## config.mk

```make
export PLATFORM = sky130hd
export DESIGN_NAME = slicer_sched
export DESIGN_NICKNAME = d
export VERILOG_FILES = /design/src/rtl/slicer_pkg.sv /design/src/rtl/slicer_sched_cnt.sv /design/src/rtl/slicer_sched.sv
export SDC_FILE = /design/constraint.sdc
export NUM_CORES = 1
export LEC_CHECK = 0
export BUFFER_PORTS_ARGS = -buffer_cell sky130_fd_sc_hd__buf_2
export CELL_PAD_IN_SITES_DETAIL_PLACEMENT = 1
export CELL_PAD_IN_SITES_GLOBAL_PLACEMENT = 1
export CORE_MARGIN = 2
export CORE_UTILIZATION = 38
export CTS_CLUSTER_DIAMETER = 200
export CTS_CLUSTER_SIZE = 10
export DETAILED_ROUTE_END_ITERATION = 10
export PLACE_DENSITY_LB_ADDON = 0.25
export SYNTH_ARGS = -nofsm -noshare
export SYNTH_HDL_FRONTEND = slang
export SYNTH_SLANG_ARGS = --single-unit
```

## constraint.sdc

```tcl
create_clock -name i_clk -period 4.5 [get_ports i_clk]
set_input_delay 0.9 -clock i_clk [delete_from_list [all_inputs] [get_ports i_clk]]
set_output_delay 0.9 -clock i_clk [all_outputs]
set_load 0.01 [all_outputs]
```

## src/rtl/slicer_pkg.sv

```systemverilog
// Shared types and constants for the slicer line-buffer scheduler.
// The FILTER watchdog limit here is only used when SLICER_SCHED_TIMEOUT_EN is defined.
package slicer_pkg;

  typedef enum logic [2:0] {
    ST_IDLE   = 3'd0,
    ST_REQ    = 3'd1,
    ST_LOAD   = 3'd2,
    ST_FILTER = 3'd3,
    ST_GAP    = 3'd4,
    ST_DONE   = 3'd5
  } state_t;

  localparam int unsigned DEF_WORDS_PER_LINE = 64;
  localparam int unsigned DEF_OUT_BEATS      = 64;
  localparam int unsigned DEF_ROW_W          = 16;
  localparam int unsigned GAP_CYCLES         = 2;
  localparam int unsigned WDOG_LIMIT         = 4096;

endpackage

```

## src/rtl/slicer_sched_cnt.sv

```systemverilog
// Clear/enable counter that flags the enabled cycle carrying the TERMINAL-th event.
module slicer_sched_cnt
  import slicer_pkg::*;
#(
  parameter int unsigned WIDTH    = 7,
  parameter int unsigned TERMINAL = 64
) (
  input  logic i_clk,
  input  logic i_rst,
  input  logic i_clr,
  input  logic i_en,
  output logic o_tc
);

  logic [WIDTH-1:0] r_count;

  always_ff @(posedge i_clk or negedge i_rst) begin
    if (!i_rst) begin
      r_count <= '0;
    end else if (i_clr) begin
      r_count <= '0;
    end else if (i_en) begin
      r_count <= r_count + WIDTH'(1);
    end
  end

  assign o_tc = i_en && (r_count == WIDTH'(TERMINAL - 1));

endmodule

```

## src/rtl/slicer_sched.sv

```systemverilog
// Frame scheduler: fetches rows r-1, r, r+1 into three slicer line buffers, then runs one filter pass per row.
// Optional FILTER watchdog enabled by defining SLICER_SCHED_TIMEOUT_EN.
module slicer_sched
  import slicer_pkg::*;
#(
  parameter int unsigned WORDS_PER_LINE = DEF_WORDS_PER_LINE,
  parameter int unsigned OUT_BEATS      = DEF_OUT_BEATS,
  parameter int unsigned ROW_W          = DEF_ROW_W
) (
  input  logic             i_clk,
  input  logic             i_rst,
  input  logic             i_start,
  input  logic [ROW_W-1:0] i_num_rows,
  output logic             o_rd_req,
  output logic [ROW_W-1:0] o_rd_row,
  input  logic             i_data_valid,
  input  logic [63:0]      i_data,
  output logic             o_data_ack,
  output logic             o_line1_data_valid,
  output logic             o_line2_data_valid,
  output logic             o_line3_data_valid,
  output logic [63:0]      o_line_data,
  output logic             o_filter,
  input  logic             i_out_beat,
  output logic             o_busy,
  output logic             o_done,
  output logic             o_err
);

  localparam int unsigned WORD_W = $clog2(WORDS_PER_LINE + 1);
  localparam int unsigned BEAT_W = $clog2(OUT_BEATS + 1);
  localparam int unsigned GAP_W  = $clog2(GAP_CYCLES + 1);

  state_t           r_state;
  state_t           w_next;
  logic [ROW_W-1:0] r_row;
  logic [ROW_W-1:0] r_num_rows;
  logic [ROW_W-1:0] r_rd_row;
  logic [1:0]       r_k;
  logic [GAP_W-1:0] r_gap;
  logic             r_err;

  logic [ROW_W-1:0] w_req_row;
  logic             w_word_tc;
  logic             w_beat_tc;
  logic             w_gap_end;
  logic             w_more_rows;
  logic             w_start_ok;
  logic             w_timeout;

  assign w_req_row   = r_row - ROW_W'(1) + ROW_W'(r_k);
  assign w_gap_end   = (r_state == ST_GAP) && (r_gap == GAP_W'(GAP_CYCLES - 1));
  assign w_more_rows = r_row < (r_num_rows - ROW_W'(2));
  assign w_start_ok  = i_num_rows >= ROW_W'(3);

  slicer_sched_cnt #(.WIDTH(WORD_W), .TERMINAL(WORDS_PER_LINE)) u_word_cnt (
    .i_clk (i_clk),
    .i_rst (i_rst),
    .i_clr (r_state != ST_LOAD),
    .i_en  ((r_state == ST_LOAD) && i_data_valid),
    .o_tc  (w_word_tc)
  );

  slicer_sched_cnt #(.WIDTH(BEAT_W), .TERMINAL(OUT_BEATS)) u_beat_cnt (
    .i_clk (i_clk),
    .i_rst (i_rst),
    .i_clr (r_state != ST_FILTER),
    .i_en  ((r_state == ST_FILTER) && i_out_beat),
    .o_tc  (w_beat_tc)
  );

`ifdef SLICER_SCHED_TIMEOUT_EN
  localparam int unsigned WD_W = $clog2(WDOG_LIMIT + 1);
  logic [WD_W-1:0] r_wdog;

  // Counts consecutive FILTER cycles with no result beat from the slicer.
  always_ff @(posedge i_clk or negedge i_rst) begin
    if (!i_rst) begin
      r_wdog <= '0;
    end else if ((r_state != ST_FILTER) || i_out_beat) begin
      r_wdog <= '0;
    end else begin
      r_wdog <= r_wdog + WD_W'(1);
    end
  end

  assign w_timeout = (r_state == ST_FILTER) && !i_out_beat && (r_wdog == WD_W'(WDOG_LIMIT - 1));
`else
  assign w_timeout = 1'b0;
`endif

  always_ff @(posedge i_clk or negedge i_rst) begin
    if (!i_rst) begin
      r_state <= ST_IDLE;
    end else begin
      r_state <= w_next;
    end
  end

  always_comb begin
    w_next             = r_state;
    o_rd_req           = 1'b0;
    o_data_ack         = 1'b0;
    o_line1_data_valid = 1'b0;
    o_line2_data_valid = 1'b0;
    o_line3_data_valid = 1'b0;
    o_line_data        = '0;
    o_filter           = 1'b0;
    o_busy             = 1'b0;
    o_done             = 1'b0;
    case (r_state)
      ST_IDLE: begin
        if (i_start) w_next = w_start_ok ? ST_REQ : ST_DONE;
      end
      ST_REQ: begin
        o_rd_req = 1'b1;
        o_busy   = 1'b1;
        w_next   = ST_LOAD;
      end
      ST_LOAD: begin
        o_busy             = 1'b1;
        o_data_ack         = i_data_valid;
        o_line_data        = i_data;
        o_line1_data_valid = i_data_valid && (r_k == 2'd0);
        o_line2_data_valid = i_data_valid && (r_k == 2'd1);
        o_line3_data_valid = i_data_valid && (r_k == 2'd2);
        if (w_word_tc) w_next = (r_k == 2'd2) ? ST_FILTER : ST_REQ;
      end
      ST_FILTER: begin
        o_busy   = 1'b1;
        o_filter = 1'b1;
        if (w_beat_tc) begin
          w_next = ST_GAP;
        end else if (w_timeout) begin
          w_next = ST_DONE;
        end
      end
      ST_GAP: begin
        o_busy = 1'b1;
        if (w_gap_end) w_next = w_more_rows ? ST_REQ : ST_DONE;
      end
      ST_DONE: begin
        o_done = 1'b1;
        w_next = ST_IDLE;
      end
      default: w_next = ST_IDLE;
    endcase
  end

  // Row/slot bookkeeping; the error flag is re-evaluated on every accepted start.
  always_ff @(posedge i_clk or negedge i_rst) begin
    if (!i_rst) begin
      r_row      <= '0;
      r_num_rows <= '0;
      r_rd_row   <= '0;
      r_k        <= '0;
      r_err      <= 1'b0;
    end else begin
      case (r_state)
        ST_IDLE: begin
          if (i_start) begin
            r_err      <= !w_start_ok;
            r_num_rows <= i_num_rows;
            r_row      <= ROW_W'(1);
            r_k        <= 2'd0;
          end
        end
        ST_REQ: r_rd_row <= w_req_row;
        ST_LOAD: begin
          if (w_word_tc && (r_k != 2'd2)) r_k <= r_k + 2'd1;
        end
        ST_FILTER: begin
          if (w_timeout) r_err <= 1'b1;
        end
        ST_GAP: begin
          if (w_gap_end && w_more_rows) begin
            r_row <= r_row + ROW_W'(1);
            r_k   <= 2'd0;
          end
        end
        default: ;
      endcase
    end
  end

  always_ff @(posedge i_clk or negedge i_rst) begin
    if (!i_rst) begin
      r_gap <= '0;
    end else if (r_state == ST_GAP) begin
      r_gap <= r_gap + GAP_W'(1);
    end else begin
      r_gap <= '0;
    end
  end

  assign o_rd_row = (r_state == ST_REQ) ? w_req_row : r_rd_row;
  assign o_err    = r_err;

endmodule

```

==> metrics.txt, run 1 <==
Yosys warning count=0; fill cell count=approximately 1.6k; CTS tree=yes; Pre-Repair DR Iteration Count=4; MaxCap Viol Count=0; post-synthesis register bit count=70; Tcrit/Tclk final=between 90 and 100%; RD Place Congestion=0.830; status=finished clean; hold buffers post-CTS=0; highest ir drop seen on vdd=264 uV; PD cells=between 600 and 700 nW/um^2; largest net degree at the start of global routing=between 70 and 80; syn nets=between 700 and 800; first-pass GRT wire length=26200 um; worst path required time=about 3600 ps; Post-Syn Area=5240 um^2; Layout area overhead=25.4%; Top FF cell, synth=dfrtp_1; DP HPWL=13600 um; Cells after Synth=587; Post-synth EDFFs=0; Vias/cell=5.24; setup_tns=0 ps; Core ar.=between 10000 and 15000 um^2; Max Fanout on Critical Path=5; Initial Util=39.2%; DRT Wirelength=16800 um; CP max stage delay=410 ps; area of the die=roughly 15000 um^2; CP startpoint kind=register; leak pwr=3.35 nW; worst setup path class=register to primary output; dpl cells=918; Setup Skew=4.99 ps; initial antenna violation count=0; residual DRC count=0; GR Overflow Total=0; Root Driver=clkbuf_16; Final Max Tran Viols=0; Num CTS Buffers=9; Max Freq=0.239 GHz; vias in the first global route=5002; CTS H-tree lvls=3; Rows=42; Worst Path Arrival=3280 ps; number of distinct library cells after synthesis=61; Slew @ Worst Pin=1040 ps; width of the die=121 um; Slowest-stage cell, CP=fa_1; clk_lat worst skew=330 ps; Finished Layout Cells=933; Buffers on Ports=173; crit path cell chain=inv_1 > ha_1 > inv_1 > ha_1 > inv_1 > fa_1 > nor2b_1 > o31a_1 > o2111ai_1 > a21boi_0 > nor3_1 > o31ai_1 > buf_2; post-CTS sizing=0; DRT iter0 DRCs=about 160; final-report setup violation count=0; share of layout cells above drive strength 1=between 20 and 30%; Die H=between 100 and 150 um; post-synthesis sequential area ratio=around a third; Final min period=between 4000 and 5000 ps; antenna cells=0; io pins=174; post-CTS setup buffers=0; ANT nets after route=0; WL/cell=18.0 um; Final Hold Fails=0; RSZ-0062 raised after global routing=no; Max clock buf depth=2; Crit path top cell by count=inv_1; kind of end point of the critical path=primary output; Final #Nets=890; Worst-path clk slew=50 ps; clock sink total=70; Hold WC Path Type=register to register; synthesized area per cell=8.92 um^2; FFs w/ async S/R, synth=100%; DR vias=4889; GRT Util Overall=22.9%; max_slew headroom=a little under a third
-- synth_stat cells (5+ instances only) --
master	instances	share of area, %
and2_1	70	8.4
nor2_1	33	2.4
nand3_1	14	1.3
xnor2_1	16	2.7
nand2_1	52	3.7
or3_1	5	0.60
o21ai_0	30	2.9
a21o_1	6	0.86
inv_1	30	2.1
mux2_2	15	3.2
nand2b_1	9	1.1
dfrtp_1	70	33
nor4_1	8	0.96
nor3_1	9	0.86
xor2_1	17	2.8
a31oi_1	8	0.96
a211oi_1	5	0.72
nand4_1	13	1.6
o21a_1	5	0.72
clkbuf_1	21	1.5
o311ai_1	5	0.84
and3_1	9	1.1
a21oi_1	26	2.5
ha_1	51	12
-- flip-flops by register name, indices dropped and copies added (netlist names) --
| name | count |
|---|---|
| r_k | 2 |
| u_word_cnt.r_count | 7 |
| r_num_rows | 16 |
| u_beat_cnt.r_count | 7 |
| r_row | 16 |
| r_state | 3 |
| r_gap | 2 |
| r_rd_row | 16 |
| o_err | 1 |
-- area by class of cell --
cell class	instances	area, um^2	share of cell area (%)
clock buffer	15	288	4.38
inverter	30	113	1.71
multi-input combinational	460	3260	49.7
sequential	70	1750	26.7
tap	176	220	3.35
timing repair buffer	182	933	14.2
-- routing by layer --
| layer | wire [um] | GRT usage, % | share of wire (%) |
|---|---|---|---|
| met5 | 0 | 0 | 0 |
| met4 | 344 | 7.40 | 2.1 |
| met3 | 888 | 3.81 | 5.3 |
| met2 | 8770 | 43.7 | 52 |
| met1 | 6740 | 25.5 | 40 |
-- stage by stage --
step	total power [mW]	hold WS, ps	setup slack, ps	area [um^2]	util, %
after floorplan	2.75	410	1050	5240	-
after global placement	3.48	421	840	6280	47.1
after detailed placement	3.60	444	692	6280	47.1
after CTS	4.32	451	308	6570	49.2
after global routing	4.63	476	57.1	6570	49.2
final	4.27	449	324	6570	49.2
-- power breakdown --
group          total, mW  leakage, nW  internal [mW]  switching (mW)
registers           1.02        0.910          0.823           0.195
clock network      0.693        0.142          0.431           0.262
logic               2.56         2.30           1.12            1.44
-- worst max-delay path: cells and delay by family, from the launching register on --
family / cells / cell delay, ps
AO/OA/AOI/OAI: 4 / 960
buffers and inverters: 4 / 400
adder cells (fa/ha/maj): 3 / 900
AND/OR/NAND/NOR: 2 / 260
flip-flops: 1 / 400
-- final timing paths --
path	startpoint	endpoint	slack [ps]	depth (start not counted)
max	r_row[1]$_DFFE_PN0P_	o_rd_row[11]	320	13
min	r_gap[0]$_DFF_PN0_	r_gap[0]$_DFF_PN0_	450	1
max reg2reg	r_num_rows[5]$_DFFE_PN0P_	r_row[0]$_DFFE_PN0P_	730	13
min reg2reg	r_gap[0]$_DFF_PN0_	r_gap[0]$_DFF_PN0_	450	1
max in group asynchronous	i_rst	r_row[1]$_DFFE_PN0P_	2950	2
min in group asynchronous	i_rst	r_num_rows[1]$_DFFE_PN0P_	740	1
-- cells in the final DEF (no fill, tap or decap), types with 6 or more instances in the layout --
cell | netlist | routed
a21oi_1 | 26 | 26
buf_4 | 1 | 9
nor2_1 | 33 | 33
nand3_1 | 14 | 14
nand4_1 | 13 | 13
xnor2_1 | 16 | 16
clkbuf_16 | 0 | 9
nor3_1 | 9 | 9
o21ai_0 | 30 | 30
mux2_2 | 15 | 15
xor2_1 | 17 | 17
and3_1 | 9 | 9
a21o_1 | 6 | 6
nand2_1 | 52 | 52
inv_1 | 30 | 30
buf_2 | 4 | 173
ha_1 | 51 | 51
nand2b_1 | 9 | 9
a31oi_1 | 8 | 8
nor4_1 | 8 | 8
dfrtp_1 | 70 | 70
and2_1 | 70 | 70
-- cell families (layout without fill, tap and decap cells) --
kind of cell | count (synthesis) | after routing | share of synthesized area, %
xor gates and xnor gates | 33 | 33 | 5.52
AOI/OAI and AO/OA | 115 | 115 | 14.7
and+or+nand+nor | 239 | 239 | 24.9
adders and majority gates | 52 | 52 | 12.6
DFF | 70 | 70 | 33.4
muxes | 21 | 21 | 4.49
buffers and inverters | 57 | 227 | 4.39
(Power assumes the default switching activity.)
==> inputs of run 2 (changes only) <==
--- a/config.mk
+++ b/config.mk
@@ -14,6 +14,7 @@
 export CTS_CLUSTER_SIZE = 10
 export DETAILED_ROUTE_END_ITERATION = 10
 export PLACE_DENSITY_LB_ADDON = 0.25
+export RECOVER_POWER = 25
 export SYNTH_ARGS = -nofsm -noshare
 export SYNTH_HDL_FRONTEND = slang
 export SYNTH_SLANG_ARGS = --single-unit
==> run 2 against run 1 <==
Net effect: the flow now finishes with violations (capacitance limit, slew limit); sequential power is essentially flat; global-route usage is the same; hold slack hardly changed; final area shrank 0.11%; clock power about the same; die area is the same; critical path type unchanged.
==> metrics.txt, run 2 (same netlist as run 1, synthesis figures left out) <==
Final Hold Fails=0 (unchanged); Layout area overhead=25.2%; commonest non-fill, non-tap cell in the layout=buf_2; Core ar.=13300 um^2 (unchanged); Slew @ Worst Pin=2470 ps (+1430 ps); Vias/cell=5.24 (about the same); Gate power share=59.9% (about the same); Int Pwr=2.37 mW (-0.16%); MaxCap Viol Count=1 (+1); Hold WC Path Type=register to register; Max Freq=0.239 GHz (-0.18%); setup_tns=0 ps (unchanged); antenna cells=0 (unchanged); width of the die=121 um (unchanged); CP max stage delay=410 ps (about the same); Max clock buf depth=2 (unchanged); WL/cell=18.0 um (about the same); Pre-Repair DR Iteration Count=4 (unchanged); share of layout cells above drive strength 1=28.9% (-0.53 points); DRT Wirelength=16800 um (about the same); Final Max Tran Viols=43 (+43); violated checks=capacitance limit, slew limit; residual DRC count=0 (unchanged); ANT nets after route=0 (unchanged); DR vias=4885 (-0.082%); Final min period=4180 ps (+7.40 ps); clk_lat worst skew=330 ps (about the same); max_slew headroom=-64.7% (-95 points); RSZ-0062 raised after global routing=no; CTS H-tree lvls=3 (unchanged); CP top delay family=compound AO/OA/AOI/OAI gates; Die H=121 um (unchanged); initial antenna violation count=0 (unchanged); worst path required time=3600 ps (about the same); sequential share of power=23.9% (about the same); Worst-path clk slew=50 ps (about the same); area of the multi-input gates=3260 um^2 (unchanged); crit path cell chain=inv_1 > ha_1 > inv_1 > ha_1 > inv_1 > fa_1 > nor2b_1 > o31a_1 > o2111ai_1 > a21boi_0 > nor3_1 > o31ai_1 > buf_2; largest net degree at the start of global routing=71 (unchanged); CP bufs+invs=4 (unchanged); area of the die=14700 um^2 (unchanged); io pins=174 (unchanged); GRT Util Overall=22.9% (unchanged); kind of end point of the critical path=primary output; status=complete, but fails checks; post-CTS setup buffers=0 (unchanged); fill cell count=1621 (+0.062%); Crit path top cell by count=inv_1; Root Driver=clkbuf_16; RD Place Congestion=0.830 (unchanged); GR Overflow Total=0 (unchanged); worst setup path class=register to primary output; Worst Path Arrival=3280 ps (about the same); DP HPWL=13600 um (unchanged); most frequent cells in the layout=buf_2 (170), and2_1 (70), dfrtp_1 (70), nand2_1 (52), ha_1 (51); Tcrit/Tclk final=93.0% (+0.16 points); clock sink total=70 (unchanged); first-pass GRT wire length=26200 um (unchanged); Max Fanout on Critical Path=5 (unchanged); biggest regs=r_num_rows: 16 flops, r_rd_row: 16 flops, r_row: 16 flops; Num CTS Buffers=9 (unchanged); CP startpoint kind=register; Clk pwr share=16.2% (about the same); Sw Share=44.6% (about the same); Slowest-stage cell, CP=fa_1; hold buffers post-CTS=0 (unchanged); switching pwr=1.90 mW (about the same); post-CTS sizing=0 (unchanged); Final #Nets=890 (unchanged); Initial Util=39.2% (unchanged); vias in the first global route=5002 (unchanged); DRT iter0 DRCs=157 (+1.3%); highest ir drop seen on vdd=264 uV (about the same); Final Util=49.2% (-0.056 points); leak pwr=3.34 nW (-0.34%); Buffers on Ports=173 (unchanged); Setup Skew=4.62 ps (-0.372 ps); Fin Hold WS=449 ps (+0.201 ps); PD cells=650 nW/um^2 (about the same); CTS tree=yes; FF+latch area=1750 um^2 (unchanged); Rows=42 (unchanged); final-report setup violation count=0 (unchanged)
## run 2: path summary, 6_finish.rpt
kind | from | end | slack (ps) | cells past startpoint
worst max register to register | r_num_rows[5]$_DFFE_PN0P_ | r_row[0]$_DFFE_PN0P_ | 730 | 13
max in group asynchronous | i_rst | r_rd_row[14]$_DFF_PN0_ | 1750 | 1
worst min register to register | r_gap[0]$_DFF_PN0_ | r_gap[0]$_DFF_PN0_ | 450 | 1
worst max-delay path | r_row[1]$_DFFE_PN0P_ | o_rd_row[11] | 320 | 13
min in group asynchronous | i_rst | r_num_rows[1]$_DFFE_PN0P_ | 1330 | 1
worst min-delay path | r_gap[0]$_DFF_PN0_ | r_gap[0]$_DFF_PN0_ | 450 | 1
## run 2: final cells by class
type | count | share of cell area [%]
Timing Repair Buffer | 182 | 14.1
Clock buffer | 15 | 4.39
Multi-Input combinational cell | 460 | 49.7
Inverter | 30 | 1.72
Tap cell | 176 | 3.36
Sequential cell | 70 | 26.7
## run 2: power by group through the flow
stage               combinational [mW]  clock [mW]  sequential [mW]
global placement                  2.47           0             1.01
CTS                               2.59       0.710             1.02
detailed placement                2.57           0             1.03
global route                      2.84       0.738             1.05
finish                            2.56       0.693             1.02
floorplan                         1.79           0            0.959
## run 2: per-layer routing
layer / wire length [um] / vias up / GRT usage, %
met5: 0 / - / 0
met4: 339 / 0 / 7.40
met3: 872 / 20 / 3.81
met2: 8790 / 146 / 43.7
met1: 6750 / 2326 / 25.5
li1: - / 2393 / -
## run 2: per-stage QoR
step                setup WS (ps)  cells  cell area [um^2]  total power, mW
finish                        317    933              6560             4.27
global route                 53.1    933              6560             4.63
CTS                           308    933              6570             4.32
detailed placement            692    918              6280             3.60
global placement              840    918              6280             3.48
floorplan                    1050    587              5240             2.75
